### src/rtl/cpu_pkg.sv
// -----------------------------------------------------------------------------
// cpu_pkg
// Shared types and constants for the 3-stage CPU datapath.
//   regsel_t   : WB write-data source select coming from EX decode
//   DATA_W     : datapath width
//   REG_ADDR_W : register-file address width
//   REG_ZERO   : address of the hard-wired zero register
// -----------------------------------------------------------------------------
package cpu_pkg;

  localparam int DATA_W     = 32;
  localparam int REG_ADDR_W = 5;

  localparam logic [REG_ADDR_W-1:0] REG_ZERO = '0;

  // Encoding 2'd3 is reserved and falls through to the ALU source.
  typedef enum logic [1:0] {
    REGSEL_ALU = 2'd0,
    REGSEL_HI  = 2'd1,
    REGSEL_LO  = 2'd2
  } regsel_t;

endpackage

### src/rtl/gpio_sync.sv
// -----------------------------------------------------------------------------
// gpio_sync
// Multi-flop synchronizer for the asynchronous GPIO input pins. Every bit goes
// through SYNC_STAGES flops; the chain shifts on every edge regardless of what
// the pipeline is doing.
//   clk : clock, rising edge
//   rst : asynchronous active-low reset, clears every stage
//   d   : raw external pins
//   q   : synchronized value (last stage)
// -----------------------------------------------------------------------------
module gpio_sync #(
  parameter int SYNC_STAGES = 2,
  parameter int DATA_W      = 32
) (
  input  logic              clk,
  input  logic              rst,
  input  logic [DATA_W-1:0] d,
  output logic [DATA_W-1:0] q
);

  logic [DATA_W-1:0] stage [SYNC_STAGES];

  always_ff @(posedge clk or negedge rst) begin
    if (!rst) begin
      for (int i = 0; i < SYNC_STAGES; i++) begin
        stage[i] <= '0;
      end
    end else begin
      stage[0] <= d;
      for (int i = 1; i < SYNC_STAGES; i++) begin
        stage[i] <= stage[i-1];
      end
    end
  end

  assign q = stage[SYNC_STAGES-1];

endmodule

### src/rtl/ex_wb_stage.sv
// -----------------------------------------------------------------------------
// ex_wb_stage
// EX->WB pipeline register plus the architectural HI/LO and GPIO output
// registers, the GPIO input synchronizer and the final register-file write
// port.
//   clk            : clock, rising edge
//   rst            : asynchronous active-low reset
//   instruction_EX : EX instruction (rt = [20:16], rd = [15:11])
//   alu_lo_EX      : ALU result / low word of mult
//   alu_hi_EX      : high word of mult (used with enhilo_EX)
//   regwrite_EX    : EX requests a register write
//   regsel_EX      : WB data source (ALU / HI / LO, 3 = ALU)
//   enhilo_EX      : load HI/LO at the end of EX
//   rdrt_EX        : destination select, 1 = rt, 0 = rd
//   GPIO_OUT       : load gpio_out from alu_lo_EX
//   GPIO_IN        : write the synchronized GPIO sample to the destination
//   flush_EX       : kill the EX instruction
//   gpio_in        : asynchronous external pins
//   regwrite_WB / regdest_WB / writedata_WB : register-file write port
//   hi_q, lo_q     : architectural HI/LO
//   gpio_out       : GPIO output register
// -----------------------------------------------------------------------------
module ex_wb_stage
  import cpu_pkg::*;
#(
  parameter int DATA_W      = cpu_pkg::DATA_W,
  parameter int SYNC_STAGES = 2
) (
  input  logic                  clk,
  input  logic                  rst,
  input  logic [31:0]           instruction_EX,
  input  logic [DATA_W-1:0]     alu_lo_EX,
  input  logic [DATA_W-1:0]     alu_hi_EX,
  input  logic                  regwrite_EX,
  input  logic [1:0]            regsel_EX,
  input  logic                  enhilo_EX,
  input  logic                  rdrt_EX,
  input  logic                  GPIO_OUT,
  input  logic                  GPIO_IN,
  input  logic                  flush_EX,
  input  logic [DATA_W-1:0]     gpio_in,
  output logic                  regwrite_WB,
  output logic [REG_ADDR_W-1:0] regdest_WB,
  output logic [DATA_W-1:0]     writedata_WB,
  output logic [DATA_W-1:0]     hi_q,
  output logic [DATA_W-1:0]     lo_q,
  output logic [DATA_W-1:0]     gpio_out
);

  logic [DATA_W-1:0]     gpio_sync_q;
  logic [REG_ADDR_W-1:0] dest_ex;
  logic                  live_ex;

  // WB-stage registered copies of the EX decode
  logic [1:0]            regsel_wb;
  logic                  gpio_in_wb;
  logic [DATA_W-1:0]     alu_wb;
  logic [DATA_W-1:0]     gpio_sample_wb;

  gpio_sync #(
    .SYNC_STAGES (SYNC_STAGES),
    .DATA_W      (DATA_W)
  ) u_gpio_sync (
    .clk (clk),
    .rst (rst),
    .d   (gpio_in),
    .q   (gpio_sync_q)
  );

  assign live_ex = ~flush_EX;
  assign dest_ex = rdrt_EX ? instruction_EX[20:16] : instruction_EX[15:11];

  // EX->WB pipeline register. A killed instruction still moves through, but
  // with its write enable cleared so it lands in WB as a bubble.
  always_ff @(posedge clk or negedge rst) begin
    if (!rst) begin
      regwrite_WB    <= 1'b0;
      regdest_WB     <= '0;
      regsel_wb      <= '0;
      gpio_in_wb     <= 1'b0;
      alu_wb         <= '0;
      gpio_sample_wb <= '0;
    end else begin
      regwrite_WB    <= regwrite_EX & live_ex & (dest_ex != REG_ZERO);
      regdest_WB     <= dest_ex;
      regsel_wb      <= regsel_EX;
      gpio_in_wb     <= GPIO_IN;
      alu_wb         <= alu_lo_EX;
      gpio_sample_wb <= gpio_sync_q;
    end
  end

  // HI/LO load at the end of EX so an mfhi/mflo in the next EX slot sees the
  // new value in its own WB cycle without a stall.
  always_ff @(posedge clk or negedge rst) begin
    if (!rst) begin
      hi_q <= '0;
      lo_q <= '0;
    end else if (enhilo_EX && live_ex) begin
      hi_q <= alu_hi_EX;
      lo_q <= alu_lo_EX;
    end
  end

  always_ff @(posedge clk or negedge rst) begin
    if (!rst) begin
      gpio_out <= '0;
    end else if (GPIO_OUT && live_ex) begin
      gpio_out <= alu_lo_EX;
    end
  end

  // GPIO read wins over regsel because the GPIO-read decode also drives
  // regsel = HI.
  always_comb begin
    writedata_WB = alu_wb;
    if (gpio_in_wb) begin
      writedata_WB = gpio_sample_wb;
    end else if (regsel_wb == REGSEL_HI) begin
      writedata_WB = hi_q;
    end else if (regsel_wb == REGSEL_LO) begin
      writedata_WB = lo_q;
    end
  end

endmodule

### config.mk
export PLATFORM = sky130hd
export DESIGN_NAME = ex_wb_stage
export DESIGN_NICKNAME = d
export VERILOG_FILES = /design/src/rtl/cpu_pkg.sv /design/src/rtl/gpio_sync.sv /design/src/rtl/ex_wb_stage.sv
export SDC_FILE = /design/constraint.sdc
export NUM_CORES = 1
export LEC_CHECK = 0
export ABC_AREA = 1
export CAP_MARGIN = 10
export CORE_MARGIN = 1
export CORE_UTILIZATION = 40
export CTS_CLUSTER_SIZE = 30
export DETAILED_ROUTE_END_ITERATION = 6
export PLACE_DENSITY = 0.72
export SETUP_SLACK_MARGIN = 0.15
export SLEW_MARGIN = 5
export SYNTH_ARGS = -nofsm -noshare
export SYNTH_HDL_FRONTEND = slang
export SYNTH_SLANG_ARGS = --single-unit
### constraint.sdc
create_clock -name clk -period 1.41 [get_ports clk]
set_input_delay 0.282 -clock clk [delete_from_list [all_inputs] [get_ports clk]]
set_output_delay 0.282 -clock clk [all_outputs]
set_load 0.02 [all_outputs]
[Word-level counts from Yosys, hierarchy flattened]
Index checks and enable logic that the tools add are counted.
Widths: inputs -> output; s select.
Storage, ports and cells
  register bits after elaboration: 233
  bits of input ports: 138
  output and inout port bits: 134
  logic and storage cells: 23
Cells by class
  equality and inequality tests: 2
  mux-type cells: 4
  bitwise gates (word level): 3
  reductions and logical operators: 3
Operators by type and width (number)
  $mux 32: 3
  $mux 5: 1
  $reduce_bool 5->1: 1
  $and 1x1->1: 2
  $eq 2x1->1 const B: 1
  $eq 2x2->1 const B: 1
  $logic_and 1x1->1: 2
  $not 1->1: 1

[Longest topological paths before layout]
  depth in word-level cells: 4
  mapped depth: 7
  gate-level depth less buffers: 6

[Modules after synthesis]
A second synthesis with hierarchy kept.
Second synthesis, totals
  cell total of the unflattened synthesis: 757
  area total of the unflattened synthesis: 8436.8 um^2
By module, submodules not included
  ex_wb_stage: instances 1, cells each 661, area each 6595.1 um^2, sequential area each 4229.1 um^2
  gpio_sync: instances 1, cells each 96, area each 1841.8 um^2, sequential area each 1601.5 um^2

[Worst setup path before layout]
No wires, ideal clock.
  path kind: register to output
  start point: register gpio_in_wb
  end point: output port writedata_WB[10]
  data arrival time: 1130 ps
  required time: 1128 ps
  path slack: -2 ps
  cell stages (with the launch flop): 6
  buffers on the path: 2
  path through: dfrtp_1 clkbuf_1 inv_1 buf_1 nand3_1 nand2_1
Between the ends
  word-level cells in the longest chain between the ends: 1
Ends and longest elaborated chain
  start, declared: line ex_wb_stage.sv:56  | logic gpio_in_wb;
  start signal, assigned: line ex_wb_stage.sv:80  | gpio_in_wb <= 1'b0;
  start signal, assigned: line ex_wb_stage.sv:87  | gpio_in_wb <= GPIO_IN;
  $mux 32: line ex_wb_stage.sv:117  | if (gpio_in_wb) begin
  end, declared: line ex_wb_stage.sv:44  | output logic [DATA_W-1:0] writedata_WB,
No other way between the ends.

[Worst setup path in the final report]
  start point: register regsel_wb[1]
  end point: output port writedata_WB[21]
Between the ends
  word-level cells in the longest chain between the ends: 4
  elaborated cells between the ends (all ways): 5
  classes of those cells: eq/ne (2); mux (3)
Ends and longest elaborated chain
  start, declared: line ex_wb_stage.sv:55  | logic [1:0] regsel_wb;
  start signal, assigned: line ex_wb_stage.sv:86  | regsel_wb <= regsel_EX;
  $eq 2x2->1: line ex_wb_stage.sv:121  | end else if (regsel_wb == REGSEL_LO) begin
  $mux 32: line ex_wb_stage.sv:121
  $mux 32 (*): line ex_wb_stage.sv:119  | end else if (regsel_wb == REGSEL_HI) begin
  $mux 32 (*): line ex_wb_stage.sv:117
Mark *: on every way between the ends. The rest lies on a longest branch, timed or not.

==> impl_metrics.json <==
{
  "worstHoldStart": "gpio_in[3]",
  "die_h_um": 145,
  "vias": 6534,
  "drive_gt1_share_pct": 35.7,
  "tns_ps": -23990,
  "leakagePower_uw": 0.00661,
  "cts_sinks": 233,
  "synth_area_sq_um": 8200,
  "worstSkewPairLatency_ps": 510,
  "synth_warnings": 0,
  "fin_crit_ps": 2150,
  "hold_viol_final": 0,
  "p_per_area_nw_per_um2": 1340,
  "grt_util_all_layers_pct": 22.5,
  "vdd_ir_drop_max_mv": 0.928,
  "r2r_start": "hi_q[30]",
  "syn_to_final_growth_pct": 67.4,
  "clk_pin_slew_ps": 60,
  "fmax_mhz": 465,
  "worstPathRequired_ps": 1130,
  "clock_skew_ps": 4.88,
  "grt_pass1_vias": 6739,
  "outcome": "finished, violations left",
  "max_slew.worst_pin.slew_ps": 361,
  "failed_checks": "setup timing",
  "clockBufferDepth": 3,
  "core-area_sq_um": 19800,
  "layout_setup_ws_ps": -742,
  "diodes": 0,
  "num-nets-final": 1231,
  "gr-total-overflow": 0,
  "antenna_left": 0,
  "htreeDepth": 1,
  "synth_area_per_cell_sq_um": 11.3,
  "max_cap_viol_count": 0,
  "antenna_found_initial": 0,
  "drc": 0,
  "dieArea_sq_um": 21100,
  "cts_tree": "yes",
  "cts-root-buf": "clkbuf_16",
  "gp_congestion": 0.840,
  "cp-end-kind": "primary output",
  "synth_cells": 725,
  "power_uw": 18400,
  "rsz0062_at_grt": "true",
  "die_w_um": 145,
  "slew_viol_final": 0,
  "finalCritPeriodShare_pct": 153,
  "grt_max_degree": 43,
  "io_buffers": 249,
  "setup_viol": 91,
  "worstPathArrival_ps": 1870,
  "place_ws_ps": -649,
  "place_hpwl_um": 15300,
  "vias_per_cell": 4.74,
  "path_class": "flip-flop to primary output",
  "cts_buffers": 26,
  "seq_area_frac_synth_pct": 71.1,
  "relSlewSlack_pct": 75.9,
  "hold_class": "input pin to flip-flop",
  "drtIter0Drc": 323,
  "rows": 51,
  "wl_per_cell_um": 17.6,
  "synth_nets": 863,
  "worst-path-max-fanout": 15,
  "start_util_pct": 41.4,
  "ys_ff_latch": 233,
  "synth_cell_types": 18,
  "wl_um": 24200,
  "cp-startpoint": "regsel_wb[1]",
  "ioPinCount": 272,
  "grt_pass1_wl_um": 36900,
  "drtPass1Iterations": 5,
  "start_kind": "flip-flop"
}
[per-layer routing]
layer  track usage [%]  up-vias  wire (um)
li1                  -     3056          -
met1              28.7     3231       9860
met2              38.3      209      12400
met3              4.50       38       1410
met4              7.63        0        569
met5                 0        -          0
[metrics by stage]
step | cells | cell area (sq um) | util, % | hold WS, ps
after global routing | 1378 | 13700 | 69.4 | 184
final | 1378 | 13700 | 69.4 | 205
after CTS | 1360 | 13200 | 66.9 | 187
after detailed placement | 1291 | 11800 | 59.6 | 200
after global placement | 1291 | 11800 | 59.6 | 197
after floorplan | 725 | 8290 | - | -13.6
[layout make-up]
class	count	area (sq um)
timing repair buffer	375	4170
inverter	50	188
clock buffer	34	732
tap	265	332
multi-input combinational	407	2330
clock inverter	14	134
fill	1410	6060
sequential	233	5830
[flip-flops by register name, indices dropped and copies added (netlist names)]
| name | count |
|---|---|
| gpio_in_wb | 1 |
| hi_q | 32 |
| regwrite_WB | 1 |
| regsel_wb | 2 |
| gpio_out | 32 |
| u_gpio_sync.q | 32 |
| alu_wb | 32 |
| gpio_sample_wb | 32 |
| u_gpio_sync.stage | 32 |
| regdest_WB | 5 |
| lo_q | 32 |
[power by group]
part	internal [uW]	total (uW)	switching [uW]
sequential	7260	7620	366
combinational	2200	4070	1870
clock	4040	6690	2650
total	13500	18400	4890
[path summary, 6_finish.rpt]
| check | cells after the start | slack (ps) | end |
|---|---|---|---|
| max | 7 | -740 | writedata_WB[21] |
| min | 1 | 210 | u_gpio_sync.stage[35] |
| max reg2reg | 3 | 360 | hi_q[30] |
| min reg2reg | 0 | 340 | gpio_sample_wb[24] |
| max in group asynchronous | 3 | 610 | gpio_sample_wb[8] |
| min in group asynchronous | 2 | 250 | regdest_WB[1] |
[logic make-up after synthesis]
family | Yosys count | synth area share [%]
and+or+nand+nor | 309 | 16.2
DFF | 233 | 71.1
buffers and inverters | 85 | 4.26
AOI/OAI and AO/OA | 66 | 4.03
muxes | 32 | 4.40
[cells in the final DEF, fill, tap and decap left out, types with 2 or more instances in the layout]
cell type        netlist  final
o21ai_0               54     54
buf_4                  3     39
buf_16                 0      5
clkbuf_8               0      3
clkinv_4               0      2
bufinv_16              0      2
inv_1                 47     47
nand3_2                0     37
or2_1                  2      7
clkinv_2               0      9
or2_0                 30     24
buf_2                 15      3
o21ai_1               12     12
nand2_1              208    171
nand2_2                1     36
inv_2                  3      3
clkbuf_1              12      4
nand3_1               65     27
mux2_1                21     21
nor2_1                 2      2
mux2_2                11     11
buf_12                 0     15
buf_6                  0    194
clkbuf_16              0     30
clkdlybuf4s50_1        0    114
dfrtp_1              233    232
[worst max-delay path: stages, from the launching register on]
cell	delay [ps]
dfrtp_1	400
inv_2	130
nand2_8	120
buf_16	180
or2_4	240
nand3_2	80
nand2_2	40
buf_4	150
[cell usage after synthesis]
| library cell | number | area share [%] |
|---|---|---|
| buf_1 | 5 | 0.23 |
| mux2_1 | 21 | 2.9 |
| dfrtp_1 | 233 | 71 |
| buf_2 | 15 | 0.92 |
| o21ai_1 | 12 | 0.73 |
| nor2_1 | 2 | 0.092 |
| nor2_2 | 1 | 0.076 |
| o21ai_0 | 54 | 3.3 |
| buf_4 | 3 | 0.27 |
| inv_1 | 47 | 2.2 |
| nand2_2 | 1 | 0.076 |
| nand2_1 | 208 | 9.5 |
| inv_2 | 3 | 0.14 |
| clkbuf_1 | 12 | 0.55 |
| mux2_2 | 11 | 1.5 |
| or2_0 | 30 | 2.3 |
| or2_1 | 2 | 0.15 |
| nand3_1 | 65 | 4.0 |
[repair_timing]
item / 4_1_cts / 5_1_grt
gates cloned: 5 / 3
hold endpoints to repair: 92 / 0
gates resized for setup: 848 / 75
buffers inserted: 15 / 15
setup endpoints to repair: 134 / 134
hold buffers: 1 / 0
pin swaps: 4 / 6
(Power assumes the default switching activity.)
==> variant 1, RTL diff (same settings) <==
Make the reset (`rst`) synchronous in 4 clocked blocks. Comments in the files are not updated.
--- a/src/rtl/gpio_sync.sv
+++ b/src/rtl/gpio_sync.sv
@@ -22,3 +22,3 @@
 
-  always_ff @(posedge clk or negedge rst) begin
+  always_ff @(posedge clk) begin
     if (!rst) begin
--- a/src/rtl/ex_wb_stage.sv
+++ b/src/rtl/ex_wb_stage.sv
@@ -74,3 +74,3 @@
   // with its write enable cleared so it lands in WB as a bubble.
-  always_ff @(posedge clk or negedge rst) begin
+  always_ff @(posedge clk) begin
     if (!rst) begin
@@ -94,3 +94,3 @@
   // new value in its own WB cycle without a stall.
-  always_ff @(posedge clk or negedge rst) begin
+  always_ff @(posedge clk) begin
     if (!rst) begin
@@ -104,3 +104,3 @@
 
-  always_ff @(posedge clk or negedge rst) begin
+  always_ff @(posedge clk) begin
     if (!rst) begin
Check against the original RTL: differs if rst is asserted again (counterexample within 4 cycles, from zero or initial values and one cycle with rst low); with rst held inactive, the same outputs for 4 cycles.
==> variant 1 against the original RTL <==
- the run still ends with setup timing left
- total power is 7.6% lower
- cell area down 1.1%
- sequential cell count is the same
- first-iteration DRC count grew 23%
- critical path depth up 2
- sequential share of layout area is 7.1 points lower
- via count increased by 19%
- hold slack got worse by 89 ps
- area after synthesis increased by 1.3%
- worst setup slack better by 74 ps
- sequential power down 5.5%
- synthesized cell count increased by 54%
- clock skew rose by 7.1 ps
- routed wire length is 4.1% higher
- critical path type unchanged
- critical endpoint is now writedata_WB[31]
- largest cell class unchanged
==> variant 1: results (changes against the original RTL) <==
Global route
  – Largest net degree at the start of global routing: 45 (+4.7%)
  – Initial antenna violation count: 2 (+2)
  – Vias in the first global route: 7126 (+5.7%)
  – Overall track demand over capacity in global routing: 22.5% (-0.056 points)
  – Wire length of the first global-routing pass: 38.0 mm (+2.9%)

Power and ir drop
  – Max VDD drop: 0.865 mV (-6.8%)
  – Switch share: 25.0% (-1.6 points)
  – P_leak: 0.00689 uW (+4.2%)

STA
  – Clock skew: 11.9 ps (+7.06 ps)
  – Count of final setup violators: 32 (-65%)
  – Worst setup margin: -668 ps (+74.1 ps)
  – Setup TNS: -19770 ps (+4220 ps)

Worst setup path
  – Crit path DAT: 1800 ps (-70 ps)
  – Worst reg2reg endpoint: lo_q[7]$_SDFFE_PN0P_
  – Reg2reg setup slack: 570 ps (+210 ps)
  – CP Launch Point: regsel_wb[1]$_SDFF_PN0_
  – Crit path max fanout: 8 (-7)

Logic synthesis
  – Seq/Total Area, Yosys: 56.2% (-15 points)
  – Largest cells by area after synthesis: dfxtp_1 56%, nand2_1 12%, nor2_1 9.0%
  – FFs w/ async S/R, synth: 0% (-100 points)
  – Commonest cells post-synth: 273 x nand2_1, 233 x dfxtp_1, 199 x nor2_1, 142 x inv_1, 67 x o21ai_0
  – Cell variety after synth: 16 (-2)
  – Post-synth net total: 1252 (+45%)

Cells and area
  – FILL cells: 1676 (+19%)
  – Share of layout cells above drive strength 1: 31.6% (-4.0 points)
  – Final nets: 1571 (+28%)

Clocking
  – CTS buffer count: 25 (-3.8%)

Routing
  – DR vias/cell: 4.52 (-4.6%)
  – Detailed Routing Iterations Pass 1: 6 (+1)
  – DRT Wirelength: 25.2 mm (+4.1%)

Placed design
  – RD Place Congestion: 0.891 (+6.1%)
  – Detailed Place HPWL: 17.0 mm (+11%)
  – Post-DP Area: 0.0118 mm2 (-0.20%)
  – Dpl cells: 1658 (+28%)

Run status
  – Status: finished, violations left
  – Failing checks: setup timing
[variant 1: changes by cell type in the layout (fill, tap and decap cells not counted), moves of 13 or more]
| cell | unedited run | this run |
|---|---|---|
| dfrtp_1 | 232 | 0 |
| nor2_1 | 2 | 199 |
| dfxtp_1 | 0 | 133 |
| dfxtp_2 | 0 | 97 |
| inv_1 | 47 | 142 |
| nand2_1 | 171 | 230 |
| mux2_1 | 21 | 0 |
| o21ai_1 | 12 | 31 |
| nand3_1 | 27 | 41 |
| nand3_2 | 37 | 24 |
| o21ai_0 | 54 | 67 |
[variant 1: kinds of logic (layout without fill, tap and decap cells)]
group / Yosys count / after routing / share of synthesized area [%]
simple gates: 573 / 573 / 28.0
flops: 233 / 233 / 56.2
buf+inv: 210 / 547 / 9.93
other cells: 0 / 2 / 0
compound gates: 98 / 98 / 5.91
[variant 1: critical path, cell delays in order, from the launching register on]
cell and delay (ps):
dfxtp_2 330, inv_2 50, nor2_4 200, buf_12 150, buf_16 140, nand2_4 50
nand3_2 60, nand3_2 80, nand2_2 100, buf_6 120
[variant 1: layout make-up]
class / count / area, um2 / share of cell area, %
repair buffers: 355 / 3910 / 28.8
diodes: 2 / 5.00 / 0.0369
clock inverters: 11 / 164 / 1.21
clock buffers: 34 / 719 / 5.30
well taps: 270 / 338 / 2.49
flip-flops and latches: 233 / 4800 / 35.4
multi-input cells: 671 / 3080 / 22.7
inverters: 147 / 554 / 4.09
[variant 1: how the worst min path moves through the flow]
stage / startpoint / to / cells past startpoint
floorplan: alu_lo_EX[0] / alu_wb[0]$_SDFF_PN0_ / 2
global placement: u_gpio_sync.stage[0][27]$_SDFF_PN0_ / u_gpio_sync.stage[1][27]$_SDFF_PN0_ / 2
detailed placement: u_gpio_sync.stage[0][13]$_SDFF_PN0_ / u_gpio_sync.stage[1][13]$_SDFF_PN0_ / 2
CTS: rst / u_gpio_sync.stage[1][3]$_SDFF_PN0_ / 3
global route: rst / u_gpio_sync.stage[1][2]$_SDFF_PN0_ / 3
finish: rst / u_gpio_sync.stage[1][2]$_SDFF_PN0_ / 3
[variant 1: routing by layer]
| layer | vias up | GRT usage [%] | part of all wire, % |
|---|---|---|---|
| li1 | 3982 | - | - |
| met5 | - | 0 | 0 |
| met1 | 3445 | 31.0 | 45 |
| met4 | 0 | 10.0 | 4.7 |
| met2 | 295 | 34.6 | 43 |
| met3 | 73 | 3.78 | 6.9 |
[variant 1: power groups by stage]
stage                     registers, uW  clock network, uW  logic, uW
after detailed placement           7250                  0       2550
after global routing               7220               7310       3060
after CTS                          7180               7020       2700
after floorplan                    7460                  0        910
final                              7200               6940       2850
after global placement             7250                  0       2510
[variant 1: timing repair]
action                     CTS  global route
setup endpoints to repair  134           129
pin swaps                    0            12
gates cloned                 2             3
resized for setup          933            72
buffers inserted             1            12
==> variant 2, RTL diff (config.mk and constraints unchanged) <==
Made on the original files. `SYNC_STAGES` is set to 2 in 2 places; all go to 1.
--- a/src/rtl/gpio_sync.sv
+++ b/src/rtl/gpio_sync.sv
@@ -11,3 +11,3 @@
 module gpio_sync #(
-  parameter int SYNC_STAGES = 2,
+  parameter int SYNC_STAGES = 1,
   parameter int DATA_W      = 32
--- a/src/rtl/ex_wb_stage.sv
+++ b/src/rtl/ex_wb_stage.sv
@@ -26,3 +26,3 @@
   parameter int DATA_W      = cpu_pkg::DATA_W,
-  parameter int SYNC_STAGES = 2
+  parameter int SYNC_STAGES = 1
 ) (
Behaviour: not the same (a bounded check fails within 4 cycles, from zero or initial values and one cycle with rst low).
==> variant 2 against the original RTL <==
- the flow still finishes with violations (setup timing)
- maximum frequency increased by 2.6%
- area after synthesis decreased by 9.8%
- cell area decreased by 8.4%
- sequential cell count decreased by 32
- total power decreased by 10%
- worst setup slack improved by 55 ps
- highest routed layer is now met5
- clock skew about the same
- first-iteration DRC count decreased by 11%
- routed wire length decreased by 9.5%
- register-to-register slack improved by 60 ps
==> variant 2: results (changes against the original RTL) <==
Routing
  – DR vias/cell: 4.77 (+0.57%)
  – Met2 wire len: 11.1 mm (-10%)
  – Detailed Routing Iterations Pass 1: 4 (-1)
  – DRT iter0 DRCs: 287 (-11%)
  – Met3 wire length: 1.64 mm (+16%)
  – M1 WL: 8.64 mm (-12%)
  – Top sig layer: met5

Power and ir drop
  – Max VDD drop: 1.28 mV (+38%)
  – Sequential power share: 40.2% (-1.3 points)
  – P_leak: 0.00608 uW (-8.0%)

Cells and area
  – Storage element area: 0.00503 mm2 (-14%)
  – Non-clock buffer instance count of the final layout: 370 (-1.3%)
  – Clk cell area share: 5.99% (-0.32 points)
  – Final non-filler cell total: 1297 (-5.9%)
  – FILL cells: 1284 (-8.9%)
  – Sequential share of cell area: 40.0% (-2.5 points)
  – Share of layout cells above drive strength 1: 33.6% (-2.1 points)

Run status
  – Failing checks: setup timing
  – Status: finished, violations left

STA
  – Worst-margin pin slew: 337 ps (-24.7 ps)
  – Clock skew: 4.84 ps (-0.0379 ps)
  – Count of final setup violators: 49 (-46%)
  – Worst setup margin: -687 ps (+55.2 ps)

Global route
  – Largest net degree at the start of global routing: 45 (+4.7%)
  – Initial antenna violation count: 1 (+1)
  – Overall track demand over capacity in global routing: 22.8% (+0.27 points)

Worst setup path
  – Crit path DAT: 1810 ps (-60 ps)
  – Reg2reg setup slack: 420 ps (+60 ps)
  – Worst R2R Start: hi_q[5]$_DFFE_PN0P_

Logic synthesis
  – Multiplexer share of the synthesized area: 4.87% (+0.48 points)
  – Largest cells by area after synthesis: dfrtp_1 68%, nand2_1 11%, nand3_1 4.4%
  – Commonest cells post-synth: 208 x nand2_1, 201 x dfrtp_1, 65 x nand3_1, 54 x o21ai_0, 47 x inv_1

Min path
  – Worst Hold Launch: gpio_in[17]
  – Worst hold endpoint: u_gpio_sync.q[17]$_DFF_PN0_

Placed design
  – Post-DP Area: 0.0110 mm2 (-6.7%)
  – Detailed Place HPWL: 14.4 mm (-5.7%)

Clocking
  – PostCTS Resize Cnt: 829 (-2.2%)
  – CTS buffer count: 22 (-15%)
==> variant 2: cell types whose count changed in the layout (fill, tap and decap cells not counted), moves of 5 or more <==
| cell | change |
|---|---|
| dfrtp_1 | -32 |
| nand3_1 | +17 |
| nand3_2 | -17 |
| buf_6 | -5 |
| clkbuf_16 | -5 |
| clkinv_2 | -5 |
| nand2_2 | -5 |
==> variant 2: per-layer routing <==
layer  vias up  global-route usage [%]
met5         -                       0
met1      2998                    29.0
met2       223                    38.6
met3        39                    5.77
met4         2                    6.04
li1       2923                       -
==> variant 2: per-stage QoR <==
stage / setup slack (ps) / TNS [ps] / total power [uW]
3_3_place_gp: -571 / -24880 / 10000
4_1_cts: -706 / -22010 / 16400
5_1_grt: -771 / -24520 / 17200
6_report: -687 / -20410 / 16500
3_5_place_dp: -605 / -26360 / 10100
2_1_floorplan: 91.0 / 0 / 7940
==> variant 2: worst max-delay path, delay by kind of cell (launching register included) <==
kind	cells	cell delay (ps)
flops	1	390
simple gates	4	480
buf+inv	3	450
